$ cat src/rtl/recon_luma16x16.sv
// recon_luma16x16
// Decoder-side luma 16x16 intra reconstruction. Regenerates the V/H/DC
// prediction from latched neighbours, adds one residual row per handshake,
// clips to the pixel range and streams reconstructed rows downstream. The
// bottom row and right column of each finished block are published as the
// neighbours for the next macroblock.
//
// Ports:
//   clk, reset               clock, asynchronous active-high reset
//   start, mode              block start pulse, 0=V 1=H 2=DC 3=plane(illegal)
//   top_avail, left_avail    neighbour availability
//   toppixels, leftpixels    16 neighbour pixels each, pixel i at [i*PIXW +: PIXW]
//   res_valid/res_ready      residual row handshake, res_row = 16 signed samples
//   rec_valid/rec_ready      reconstructed row handshake, rec_row/rec_idx/rec_last
//   busy, done, err          status: block in flight, completion pulse, illegal start
//   new_top, new_left        row 15 / column 15 of the last completed block
module recon_luma16x16 #(
    parameter int PIXW = 8,
    parameter int RESW = 9
) (
    input  logic               clk,
    input  logic               reset,
    input  logic               start,
    input  logic [1:0]         mode,
    input  logic               top_avail,
    input  logic               left_avail,
    input  logic [16*PIXW-1:0] toppixels,
    input  logic [16*PIXW-1:0] leftpixels,
    input  logic               res_valid,
    output logic               res_ready,
    input  logic [16*RESW-1:0] res_row,
    output logic               rec_valid,
    input  logic               rec_ready,
    output logic [16*PIXW-1:0] rec_row,
    output logic [3:0]         rec_idx,
    output logic               rec_last,
    output logic               busy,
    output logic               done,
    output logic               err,
    output logic [16*PIXW-1:0] new_top,
    output logic [16*PIXW-1:0] new_left
);

    // Sum of pred (unsigned) and residual (signed) needs one bit above the wider operand.
    localparam int SW   = ((PIXW + 1 > RESW) ? PIXW + 1 : RESW) + 1;
    localparam int ACCW = PIXW + 5;

    typedef enum logic [1:0] {IDLE, DCCALC, RUN, FLUSH} state_t;

    state_t            state_reg, state_next;
    logic [1:0]        mode_reg;
    logic              top_av_reg, left_av_reg;
    logic [PIXW-1:0]   top_reg    [16];
    logic [PIXW-1:0]   left_reg   [16];
    logic [PIXW-1:0]   shadow_reg [16];
    logic [PIXW-1:0]   dc_reg, dc_next;
    logic [3:0]        row_reg;
    logic              start_ok, start_bad;
    logic              res_fire, rec_fire;
    logic [16*PIXW-1:0] rec_pix;
    logic [ACCW-1:0]   sum_top, sum_left;

    assign res_ready = (state_reg == RUN) & (~rec_valid | rec_ready);
    assign res_fire  = res_valid & res_ready;
    assign rec_fire  = rec_valid & rec_ready;

    always_ff @(posedge clk or posedge reset) begin
        if (reset) state_reg <= IDLE;
        else       state_reg <= state_next;
    end

    always_comb begin
        state_next = state_reg;
        start_bad  = 1'b0;
        start_ok   = 1'b0;
        case (state_reg)
            IDLE: begin
                if (start) begin
                    start_bad = (mode == 2'd3) || (mode == 2'd0 && !top_avail) ||
                                (mode == 2'd1 && !left_avail);
                    start_ok  = !start_bad;
                end
                if (start_ok) state_next = (mode == 2'd2) ? DCCALC : RUN;
            end
            DCCALC: state_next = RUN;
            RUN:    if (res_fire && row_reg == 4'd15) state_next = FLUSH;
            FLUSH:  if (rec_fire) state_next = IDLE;
            default: state_next = IDLE;
        endcase
    end

    // DC value from the latched neighbours; used only during DCCALC.
    always_comb begin
        sum_top  = '0;
        sum_left = '0;
        for (int i = 0; i < 16; i++) begin
            sum_top  = sum_top  + ACCW'(top_reg[i]);
            sum_left = sum_left + ACCW'(left_reg[i]);
        end
        case ({top_av_reg, left_av_reg})
            2'b11:   dc_next = PIXW'((sum_top + sum_left + ACCW'(16)) >> 5);
            2'b10:   dc_next = PIXW'((sum_top + ACCW'(8)) >> 4);
            2'b01:   dc_next = PIXW'((sum_left + ACCW'(8)) >> 4);
            default: dc_next = PIXW'(1 << (PIXW - 1));
        endcase
    end

    // Per-column prediction, residual add and clip.
    genvar gi;
    generate
        for (gi = 0; gi < 16; gi++) begin : g_col
            logic [PIXW-1:0]        pred;
            logic [RESW-1:0]        res;
            logic signed [SW-1:0]   sum;
            logic [PIXW-1:0]        clip;
            assign res = res_row[gi*RESW +: RESW];
            always_comb begin
                case (mode_reg)
                    2'd0:    pred = top_reg[gi];
                    2'd1:    pred = left_reg[row_reg];
                    default: pred = dc_reg;
                endcase
                sum = $signed({{(SW-PIXW){1'b0}}, pred}) +
                      $signed({{(SW-RESW){res[RESW-1]}}, res});
                if (sum[SW-1])                 clip = '0;
                else if (sum[SW-2:PIXW] != '0) clip = '1;
                else                           clip = sum[PIXW-1:0];
            end
            assign rec_pix[gi*PIXW +: PIXW] = clip;
        end
    endgenerate

    always_ff @(posedge clk or posedge reset) begin
        if (reset) begin
            mode_reg    <= '0;
            top_av_reg  <= 1'b0;
            left_av_reg <= 1'b0;
            dc_reg      <= '0;
            row_reg     <= '0;
            rec_valid   <= 1'b0;
            rec_row     <= '0;
            rec_idx     <= '0;
            rec_last    <= 1'b0;
            busy        <= 1'b0;
            done        <= 1'b0;
            err         <= 1'b0;
            new_top     <= '0;
            new_left    <= '0;
            for (int i = 0; i < 16; i++) begin
                top_reg[i]    <= '0;
                left_reg[i]   <= '0;
                shadow_reg[i] <= '0;
            end
        end else begin
            err  <= start_bad;
            done <= 1'b0;
            if (start_ok) begin
                mode_reg    <= mode;
                top_av_reg  <= top_avail;
                left_av_reg <= left_avail;
                row_reg     <= '0;
                busy        <= 1'b1;
                for (int i = 0; i < 16; i++) begin
                    top_reg[i]  <= toppixels[i*PIXW +: PIXW];
                    left_reg[i] <= leftpixels[i*PIXW +: PIXW];
                end
            end
            if (state_reg == DCCALC) dc_reg <= dc_next;
            // A new accept overrides the retire so continuous flow has no bubble.
            if (res_fire) begin
                rec_row             <= rec_pix;
                rec_idx             <= row_reg;
                rec_last            <= (row_reg == 4'd15);
                rec_valid           <= 1'b1;
                shadow_reg[row_reg] <= rec_pix[15*PIXW +: PIXW];
                row_reg             <= row_reg + 4'd1;
            end else if (rec_fire) begin
                rec_valid <= 1'b0;
                rec_last  <= 1'b0;
            end
            // Neighbour outputs only move once the whole block has left.
            if (state_reg == FLUSH && rec_fire) begin
                new_top <= rec_row;
                for (int i = 0; i < 16; i++) new_left[i*PIXW +: PIXW] <= shadow_reg[i];
                done <= 1'b1;
                busy <= 1'b0;
            end
        end
    end

endmodule
$ cat config.mk
export PLATFORM = sky130hd
export DESIGN_NAME = recon_luma16x16
export DESIGN_NICKNAME = d
export VERILOG_FILES = /design/src/rtl/recon_luma16x16.sv
export SDC_FILE = /design/constraint.sdc
export NUM_CORES = 2
export LEC_CHECK = 0
export BUFFER_PORTS_ARGS = -buffer_cell sky130_fd_sc_hd__buf_2
export CAP_MARGIN = 30
export CORE_MARGIN = 3
export CORE_UTILIZATION = 35
export CTS_BUF_LIST = sky130_fd_sc_hd__clkbuf_8
export DETAILED_ROUTE_END_ITERATION = 16
export SYNTH_ARGS = -nofsm -noshare
export SYNTH_HDL_FRONTEND = slang
export SYNTH_SLANG_ARGS = --single-unit
$ cat constraint.sdc
create_clock -name clk -period 33.4 [get_ports clk]
set_input_delay 8.35 -clock clk [delete_from_list [all_inputs] [get_ports clk]]
set_output_delay 8.35 -clock clk [all_outputs]
set_load 0.05 [all_outputs]
### After elaboration in Yosys (flattened, before gate mapping)

Cells that the tools add are included.

| storage, ports and cells | value |
|---|---|
| register bits | 795 |
| input port bits | 409 |
| output and inout port bits | 394 |
| logic and storage cells | 226 |

| operators by class | value |
|---|---|
| add/sub/neg operators | 51 |
| $lt $le $gt $ge | 2 |
| equal/unequal tests | 14 |
| mux-type cells | 73 |
| bitwise operators | 6 |
| reduce and logical (&&, ||, !) cells | 17 |

Operator list:

| kind | count |
|---|---|
| 8-bit two-way mux | 35 |
| 13-bit by 8-bit adder with 13-bit output | 20 |
| 8-bit case mux with 2 select lines | 16 |
| 9-bit by 9-bit adder with 10-bit output | 16 |
| 128-bit bitwise mux | 1 |
| 8-bit binary-select mux with 4-bit select | 1 |
| 8-bit demux with 4-bit select | 1 |
| 12-bit by 8-bit adder with 13-bit output | 2 |
| 11-bit by 8-bit adder with 12-bit output | 2 |
| 12-bit by 4-bit adder with 12-bit output (second input constant) | 2 |
| 8-bit case mux with 3 select lines | 1 |
| 10-bit by 8-bit adder with 11-bit output | 2 |
| 9-bit by 8-bit adder with 10-bit output | 2 |
| 8-bit by 8-bit adder with 9-bit output | 2 |
| 13-bit adder | 1 |
| 13-bit by 5-bit adder with 13-bit output (second input constant) | 1 |
| 2-bit equality test (second input constant) | 6 |
| 1-bit two-way mux | 11 |
| 2-bit by 1-bit equality test with 1-bit output (second input constant) | 4 |
| 2-bit two-way mux | 4 |
| 4-bit two-way mux | 2 |
| 2-bit case mux with 4 select lines | 1 |
| 2-bit zero test | 3 |
| 2-bit nonzero test | 3 |
| 14 further kinds | 24 |

### Longest topological paths before layout

| depth | value |
|---|---|
| word-level depth | 18 |
| gate-level depth with buffers | 28 |
| gate-level depth less buffers | 28 |

### Worst setup path before layout

No wires, ideal clock.

| path | value |
|---|---|
| path kind | input to output |
| start point | input rec_ready |
| end point | output res_ready |
| data arrival time | 8.906 ns |
| required time | 25.050 ns |
| setup slack | 16.144 ns |
| cell stages on the path | 2 |
| path buffers | 0 |
| cell sequence | nand2b_1 -> and2_1 |

| between the ends | value |
|---|---|
| cells in the longest elaborated chain, start to end | 2 |

RTL lines:

| what | RTL line | text |
|---|---|---|
| start, declared | 33 | `input logic rec_ready,` |
| 1-bit bitwise OR | 63 | `assign res_ready = (state_reg == RUN) & (~rec_valid \| rec_ready);` |
| 1-bit bitwise AND | 63 |  |
| end, declared | 30 | `output logic res_ready,` |

Every way passes these cells.

### Worst setup path after layout

Same ends and word-level chain as after synthesis.

==> flow_summary.json <==
{
  "multi_input_area_sq_um": 21800,
  "grt_max_degree": 206,
  "post-route-drc-count": 0,
  "clkSlewWorstSetupHoldPaths_ps": 60,
  "ys_seq_elements": 795,
  "htreeDepth": 4,
  "cp-end-kind": "output pin",
  "drv_slew": 0,
  "cts_sinks": 795,
  "holdCritStartpoint": "shadow_reg[81]",
  "ff2ff_path_depth": 25,
  "drtIter0Drc": 2651,
  "maxCapViolCount": 0,
  "relSlewSlack_pct": 16.7,
  "ant_nets": 0,
  "seq_area_sq_um": 19900,
  "clockBufferDepth": 3,
  "fillerInstances": 12300,
  "cts_inserted_buffers": 146,
  "num_rows": 129,
  "finalSetupViolCount": 0,
  "r2r_end": "dc_reg[7]",
  "globalRouteOverflowTotal": 0,
  "min_path_cells": 2,
  "synth.distinct_cells": 65,
  "die_area_sq_um": 130000,
  "clkLatencyLatePin_ps": 890,
  "ys.warnings.count": 0,
  "cts-root-buf": "clkbuf_8",
  "start_kind": "input pin",
  "ys_seq_area_share_pct": 45.2,
  "drive_above_1_share_pct": 23.8,
  "syn2layout_area_growth_pct": 20.9,
  "synth_area_sq_um": 44000,
  "worst-path-max-fanout": 3,
  "synthCells": 4571,
  "hold_end": "new_left[41]",
  "cts_setup_buffers": 0,
  "wire_per_inst_microns": 22.1,
  "die_w_microns": 361,
  "dp_hpwl_mm": 122,
  "wl_mm": 159,
  "port_buffers": 802,
  "ff2ff_setup_slack_ps": 25580,
  "finClkSkew_ps": 52.2,
  "worst-slew-pin-transition_ps": 1250,
  "tns_ps": 0,
  "vias": 35200,
  "grtUsageTotal_pct": 24.4,
  "finalHoldViolations": 0,
  "first_global_vias": 36000,
  "start_util_pct": 35.4,
  "outcome": "complete, no violations",
  "syn-num-nets": 5415,
  "hold_class": "reg2reg",
  "max_freq_ghz": 0.0573,
  "cts_resized": 0,
  "grt_pass1_wl_mm": 236,
  "cts-hold-fix-buffers": 0,
  "cts_tree": "yes",
  "fin_crit_ps": 17450,
  "critPathKind": "in2out",
  "syn_avg_cell_area_sq_um": 9.63,
  "finalCritPeriodShare_pct": 52.2,
  "async_reset_ff_share_pct": 100,
  "viasPerCell": 4.90,
  "antenna_found_initial": 81,
  "drt_pre_antenna_iters": 6,
  "synth_edf_count": 0,
  "arrival_ps": 9100,
  "required_ps": 25050,
  "rsz0062_at_grt": "no",
  "fin_nets": 6226,
  "place.gp.congestion": 0.886,
  "r2r-start": "top_reg[50]",
  "fp.dieH_microns": 361,
  "synth_top_flop_cell": "dfrtp_1",
  "io-pin-count": 803,
  "coreArea_sq_um": 124000
}
worst max-delay path: stages:
cell and delay [ps]:
buf_2 120, nand2b_1 140, and2_1 200, buf_2 280
layout by cell type (no fill, tap or decap), types with 5 or more instances in the layout:
master / count
a22oi_1: 6
nand2b_1: 9
diode_2: 59
nand2_1: 1425
a21oi_1: 122
buf_16: 7
nor3_1: 17
a21o_1: 36
o22ai_1: 6
dfrtp_1: 793
o21a_1: 131
o21ai_0: 334
fa_1: 232
inv_1: 469
mux2_2: 138
buf_2: 805
xnor2_1: 80
a21oi_4: 7
clkbuf_8: 185
nand3_1: 7
ha_1: 203
inv_8: 6
nor2_1: 170
clkinv_2: 17
a31o_2: 17
o21ba_2: 5
buf_4: 36
o21bai_1: 34
mux4_2: 40
xor2_1: 57
synth_stat cells (3+ instances only):
cell type	number	share of area, %
a21oi_1	130	1.5
a21o_1	36	0.61
nand2b_1	9	0.13
dfrtp_1	795	45
clkbuf_1	162	1.4
mux4_2	40	2.0
o21bai_1	34	0.58
o21ba_2	5	0.11
nor2_1	170	1.4
xor2_1	57	1.1
buf_2	19	0.22
nor3_1	17	0.19
o31ai_1	3	0.051
nand3_1	9	0.10
ha_1	203	5.8
mux2_2	138	3.5
a211oi_1	4	0.068
a31oi_1	3	0.043
mux2i_1	3	0.068
o22ai_1	6	0.085
nand2_1	1426	12
buf_6	4	0.10
inv_1	435	3.7
or2_2	4	0.057
o21ai_0	334	3.8
a31o_2	17	0.34
o21a_1	131	2.2
nand3b_1	3	0.051
a22oi_1	6	0.10
xnor2_1	80	1.6
nor4_1	3	0.043
and2_1	3	0.043
nor2b_1	5	0.071
buf_1	5	0.043
fa_1	232	11
stage by stage:
step / setup slack (ps) / instances / hold WS, ps / utilization [%] / area (sq um)
4_1_cts: 15960 / 7124 / 440 / 42.6 / 53000
2_1_floorplan: 2730 / 4571 / 435 / - / 44000
3_3_place_gp: 15950 / 6857 / 443 / 40.1 / 49800
5_1_grt: 15910 / 7160 / 465 / 42.8 / 53200
3_5_place_dp: 15960 / 6867 / 448 / 40.2 / 49900
6_report: 15950 / 7187 / 442 / 42.8 / 53200
kinds of logic (layout without fill, tap and decap cells):
kind of cell	Yosys count	count (layout)	share of synthesized area [%]
XOR/XNOR	137	137	2.73
multiplexers	181	181	5.64
AND/OR/NAND/NOR	1666	1666	14.6
adder cells (fa/ha/maj)	435	435	16.3
AO/OA/AOI/OAI	731	731	10.0
flip-flops	795	795	45.2
buffers and inverters	626	1546	5.46
other	0	59	0
metal layers:
layer	up-vias	routed length [microns]	track usage, %
li1	16400	-	-
met2	1096	75600	39.6
met4	38	4390	8.37
met5	-	269	0
met3	261	10700	6.00
met1	17500	68000	31.8
layout make-up:
class	instances	area share [%]
Antenna cell	59	0.277
Clock buffer	185	4.78
Clock inverter	72	0.957
Inverter	436	3.10
Multi-Input combinational cell	3150	41.0
Sequential cell	795	37.4
Tap cell	1637	3.85
Timing Repair Buffer	853	8.61
worst max path at each step:
stage	startpoint	end	slack, ps
finish	rec_ready	res_ready	15950
global route	rec_ready	res_ready	15910
CTS	rec_ready	res_ready	15960
detailed placement	rec_ready	res_ready	15960
global placement	rec_ready	res_ready	15950
floorplan	reset	busy	2730
Power is left out: the tool's default activity adds up to more than one toggle a clock period on the data nets, which glitch-free logic cannot reach.
